`src/rtl/booth_digit_accum.sv`:
```
// Radix-4 Booth digit decoder/accumulator: one 3-bit window per transfer, 2N-bit signed product.
// Optional BOOTH_PP_TRACE_EN adds a registered per-digit weighted partial-product trace.
module booth_digit_accum #(
   parameter int N = 32
) (
   input  logic           clk,
   input  logic           reset,
   input  logic           start,
   input  logic [N-1:0]   md,
   input  logic           dig_valid,
   input  logic [2:0]     dig,
   output logic           dig_ready,
   output logic           busy,
   output logic           done,
   output logic [2*N-1:0] out
`ifdef BOOTH_PP_TRACE_EN
   ,
   output logic [2*N-1:0] pp_trace,
   output logic           pp_trace_valid
`endif
);

   localparam int D  = N / 2;
   localparam int CW = (D > 1) ? $clog2(D) : 1;

   typedef enum logic {IDLE, ACCUM} state_t;

   state_t         state_q, state_d;
   logic [N-1:0]   md_q, md_d;
   logic [2*N-1:0] acc_q, acc_d;
   logic [CW-1:0]  cnt_q, cnt_d;
   logic [2*N-1:0] out_q, out_d;
   logic           done_q, done_d;

   logic           xfer;
   logic [N:0]     mag;
   logic           neg;
   logic [2*N-1:0] pp_sx;
   logic [2*N-1:0] pp_ext;
   logic [2*N-1:0] pp_w;

   assign busy      = (state_q == ACCUM);
   assign dig_ready = (state_q == ACCUM);
   assign xfer      = dig_valid & dig_ready;
   assign done      = done_q;
   assign out       = out_q;

   // Magnitude stays at N+1 bits; negation happens after widening so -2*(-2^(N-1)) is exact.
   always_comb begin
      mag = '0;
      neg = 1'b0;
      case (dig)
         3'b001, 3'b010: mag = {md_q[N-1], md_q};
         3'b011:         mag = {md_q, 1'b0};
         3'b100: begin
            mag = {md_q, 1'b0};
            neg = 1'b1;
         end
         3'b101, 3'b110: begin
            mag = {md_q[N-1], md_q};
            neg = 1'b1;
         end
         default: ;
      endcase
      pp_sx  = {{(N-1){mag[N]}}, mag};
      pp_ext = neg ? -pp_sx : pp_sx;
      pp_w   = pp_ext << {cnt_q, 1'b0};
   end

   // NOTE: every variable gets its hold/default value first, so no path leaves one unassigned and no latch is inferred.
   always_comb begin
      state_d = state_q;
      md_d    = md_q;
      acc_d   = acc_q;
      cnt_d   = cnt_q;
      out_d   = out_q;
      done_d  = 1'b0;
      case (state_q)
         IDLE: begin
            if (start) begin
               md_d    = md;
               acc_d   = '0;
               cnt_d   = '0;
               state_d = ACCUM;
            end
         end
         ACCUM: begin
            if (xfer) begin
               acc_d = acc_q + pp_w;
               cnt_d = cnt_q + 1'b1;
               if (cnt_q == CW'(D - 1)) begin
                  out_d   = acc_q + pp_w;
                  done_d  = 1'b1;
                  state_d = IDLE;
               end
            end
         end
         default: state_d = IDLE;
      endcase
   end

   // NOTE: state registers use non-blocking assignments so all flops update together from pre-edge values.
   always_ff @(posedge clk) begin
      if (reset) begin
         state_q <= IDLE;
         md_q    <= '0;
         acc_q   <= '0;
         cnt_q   <= '0;
         out_q   <= '0;
         done_q  <= 1'b0;
      end else begin
         state_q <= state_d;
         md_q    <= md_d;
         acc_q   <= acc_d;
         cnt_q   <= cnt_d;
         out_q   <= out_d;
         done_q  <= done_d;
      end
   end

`ifdef BOOTH_PP_TRACE_EN
   logic [2*N-1:0] pp_trace_q;
   logic           pp_trace_valid_q;

   always_ff @(posedge clk) begin
      if (reset) begin
         pp_trace_q       <= '0;
         pp_trace_valid_q <= 1'b0;
      end else begin
         pp_trace_valid_q <= xfer;
         if (xfer) pp_trace_q <= pp_w;
      end
   end

   assign pp_trace       = pp_trace_q;
   assign pp_trace_valid = pp_trace_valid_q;
`endif

endmodule

```
`config.mk`:
```
export PLATFORM = sky130hd
export DESIGN_NAME = booth_digit_accum
export DESIGN_NICKNAME = d
export VERILOG_FILES = /design/src/rtl/booth_digit_accum.sv
export SDC_FILE = /design/constraint.sdc
export NUM_CORES = 1
export LEC_CHECK = 0
export ABC_AREA = 1
export BUFFER_PORTS_ARGS = -buffer_cell sky130_fd_sc_hd__buf_2
export CAP_MARGIN = 20
export CORE_ASPECT_RATIO = 0.6
export CORE_MARGIN = 5
export CORE_UTILIZATION = 35
export CTS_CLUSTER_DIAMETER = 40
export DETAILED_ROUTE_END_ITERATION = 10
export PLACE_DENSITY = 0.51
export SLEW_MARGIN = 10
export SYNTH_ARGS = -nofsm -noshare
export SYNTH_HDL_FRONTEND = slang
export SYNTH_SLANG_ARGS = --single-unit
export TNS_END_PERCENT = 50
```
`constraint.sdc`:
```
create_clock -name clk -period 4.52 [get_ports clk]
set_input_delay 0.452 -clock clk [delete_from_list [all_inputs] [get_ports clk]]
set_output_delay 0.452 -clock clk [all_outputs]
set_load 0.005 [all_outputs]
```
==> flow_summary.toml <==
[drt]
routed_wire_length_per_instance_um = 20.7
route.detailed.drc = 0
drt.antenna.violating_nets = 0
drt_pass1_iterations = 5
routed_wl_um = 74300
dr.first_iter.drc_count = 1936
viasPerCell = 5.31
total_number_of_vias = 19100

[sta]
min_period_over_period_pct = 101
final.min_clock_period_ns = 4.58
maxSlewViolCount = 0
setup-violations-final = 10
max_freq_mhz = 218
maxSlewHeadroom_pct = 32.4
worst_slew_pin_slew_ns = 1.01
clock-skew-final_ns = 0.0185
timing.final.ws_setup_ns = -0.0574
timing_hold_violations_final = 0
unrepaired_setup_endpoints_after_global_routing = "yes"

[worst_setup_path]
worst_setup_start_kind = "input pin"
cp.required_ns = 4.92
worst_setup_path_startpoint = "dig[1]"
cpPeakStageDelay_ns = 0.30
cp-end-kind = "register"
path_max_fanout = 6
cp.arrival_ns = 4.98
r2r-start = "md_q[2]"
crit_path_frequent_cell = "nand2_2"
r2r_cells = 33
worstSetupPathType = "input pin to register"
critical-path-slowest-cell = "ha_4"

[cells_and_area]
layout.nets = 3162
n_fill_cell = 3630
layout-area-overhead-vs-synth_pct = 76.4
seqCellArea_mm2 = 0.00332
multiInputGateArea_mm2 = 0.0139
finish.instance_area_mm2 = 0.0248
fraction_of_final_layout_cells_sized_beyond_drive_strength_1_pct = 52.5
antenna_cells_inserted = 0
layout.core_utilization_pct = 63.0

[placement]
place_congestion = 1.02
detailedPlacementHpwl_um = 56300
dpl_cell_area_mm2 = 0.0189
port_buffers = 105

[global_route]
grt.met2_usage_pct = 38.2
top_usage_layer = "met1"
antenna_found_initial = 1
grt_use_met3_pct = 9.14
first_global_vias = 17000
globalRouteOverflowTotal = 0
grt_max_degree = 77
grt.total_usage_pct = 31.4
met1_usage_pct = 52.2
grt_first_pass_wirelength_um = 106000

[synth]
synthDistinctLibCells = 51
dominant_cells_by_area_after_synthesis = "dfxtp_1, nand2_1, nor2_1"
yosys_register_bits = 166
synth_warnings = 0
synth_top_area_share_pct = 23.6
post-synth-top-count-cell = "nand2_1"
synth_enable_flop_cells = 0
post-synth-top-area-cell = "dfxtp_1"
synth-seq-area-share_pct = 23.6
yosys-top-cells-count = "nand2_1, nor2_1, inv_1"
syn_area_per_cell_um2 = 5.79
number_of_instances_in_the_synthesized_netlist = 2428
async_flop_share_pct = 0
synthesis.area_mm2 = 0.0141
postSynthNetCount = 2538
postSynth.topFlopCell = "dfxtp_1"

[floorplan]
core_region_area_mm2 = 0.0394
io_pins = 106
die_w_um = 269
die-area_mm2 = 0.0444
starting_density_of_the_core_pct = 35.7
fp-row-count = 56
die_height_um = 165

[pwr]
report.power.total_mw = 6.43
power_per_cell_area_mw_per_mm2 = 259
vdd.ir_drop.worst_mv = 0.233
leakagePower_nw = 11.7

[cts]
clock_tree_from_tritoncts = "yes"
clkSlewWorstSetupHoldPaths_ns = 0.09
cts_hold_buf = 0
cts-buffers-inserted = 17
cts_buffer_depth = 2
clk-insertion-delay-late_ns = 0.48
numClockSinks = 166
clk_root_buffer_cell = "clkbuf_16"
cts_max_level = 4

[outcome]
violations = "setup timing"
status = "finished, violations left"

[worst_hold_path]
hold_path.startpoint = "md[7]"
hp-class = "input pin to register"
worst_hold_path.num_cells = 3

[job]
max_cap_check_violation_count = 0
## power by group
part / internal, mW / total, mW / switching [mW]
Combinational: 1.41 / 3.33 / 1.91
Clock: 0.749 / 1.54 / 0.789
Sequential: 1.51 / 1.57 / 0.0565
Total: 3.67 / 6.43 / 2.76
## registers in the layout (all words and copies together), names as in the netlist
register  count
done          1
cnt_q         4
md_q         32
busy          1
out          64
acc_q        64
## worst max-delay path: cells and delay by family
family,cells,cell delay [ns]
AOI/OAI and AO/OA,4,0.65
adders and majority gates,2,0.52
xor gates and xnor gates,1,0.17
buffers and inverters,11,1.30
and+or+nand+nor,20,1.85
## worst paths after layout
path,to,slack [ns]
worst min register to register,acc_q[0],0.47
worst max register to register,acc_q[47],0.02
worst max-delay path,acc_q[47],-0.06
worst min-delay path,md_q[7],0.19
## layout by cell type, fill, tap and decap left out, types with 9 or more instances in the layout
| master | netlist | layout |
|---|---|---|
| buf_4 | 3 | 529 |
| nand2_1 | 678 | 449 |
| nor2_1 | 374 | 265 |
| nand2_2 | 26 | 186 |
| dfxtp_1 | 166 | 165 |
| inv_1 | 238 | 164 |
| nand3_1 | 221 | 102 |
| buf_2 | 22 | 102 |
| nand3_2 | 4 | 96 |
| o21ai_0 | 177 | 83 |
| a21oi_1 | 162 | 79 |
| inv_2 | 6 | 76 |
| nor2_4 | 5 | 71 |
| nand2_4 | 3 | 70 |
| a21oi_2 | 1 | 65 |
| nor2_2 | 13 | 56 |
| o21ai_2 | 5 | 52 |
| buf_6 | 2 | 52 |
| ha_4 | 0 | 47 |
| o21ai_1 | 17 | 42 |
| nand3_4 | 0 | 27 |
| xor2_1 | 42 | 23 |
| ha_1 | 70 | 23 |
| o21ai_4 | 0 | 22 |
| a21oi_4 | 0 | 19 |
| clkbuf_16 | 0 | 19 |
| xor2_2 | 1 | 16 |
| buf_12 | 0 | 15 |
| a21o_1 | 12 | 11 |
| nand4_1 | 9 | 9 |
## kinds of logic (layout without fill, tap and decap cells)
logic type,after synthesis,in the layout,synth area share (%)
xor+xnor,56,56,3.54
compound gates,421,421,16.3
buf+inv,344,981,9.56
simple gates,1370,1370,40.6
fa+ha+maj,71,71,6.37
flops,166,166,23.6
## metrics by stage
stage	worst slack (ns)	instances	TNS (ns)	hold slack, ns
floorplan	0.187	2428	0	0.439
global placement	-1.46	3479	-112.03	0.453
finish	-0.0574	3587	-0.179	0.195
global route	-0.225	3587	-7.58	0.187
CTS	-0.0203	3539	-0.118	0.179
detailed placement	-1.40	3479	-112.37	0.463
## layout make-up
class / count / share of cell area (%)
tap: 522 / 2.63
clock inverter: 13 / 0.464
inverter: 247 / 3.81
multi-input combinational: 1918 / 55.9
timing repair buffer: 702 / 22.0
sequential: 166 / 13.4
clock buffer: 19 / 1.83
## routing by layer
layer | up-vias | part of all wire, %
met1 | 9152 | 52
met3 | 45 | 11
li1 | 9098 | -
met5 | - | 0
met4 | 0 | 1.1
met2 | 756 | 36
## what timing repair did
action,in CTS,in global routing
endpoints found under the setup margin,106,106
gates resized for setup,464,746
setup buffers,28,49
pin swaps,109,288
gates cloned,0,2
Note: power is estimated with default switching activity, not from simulation.
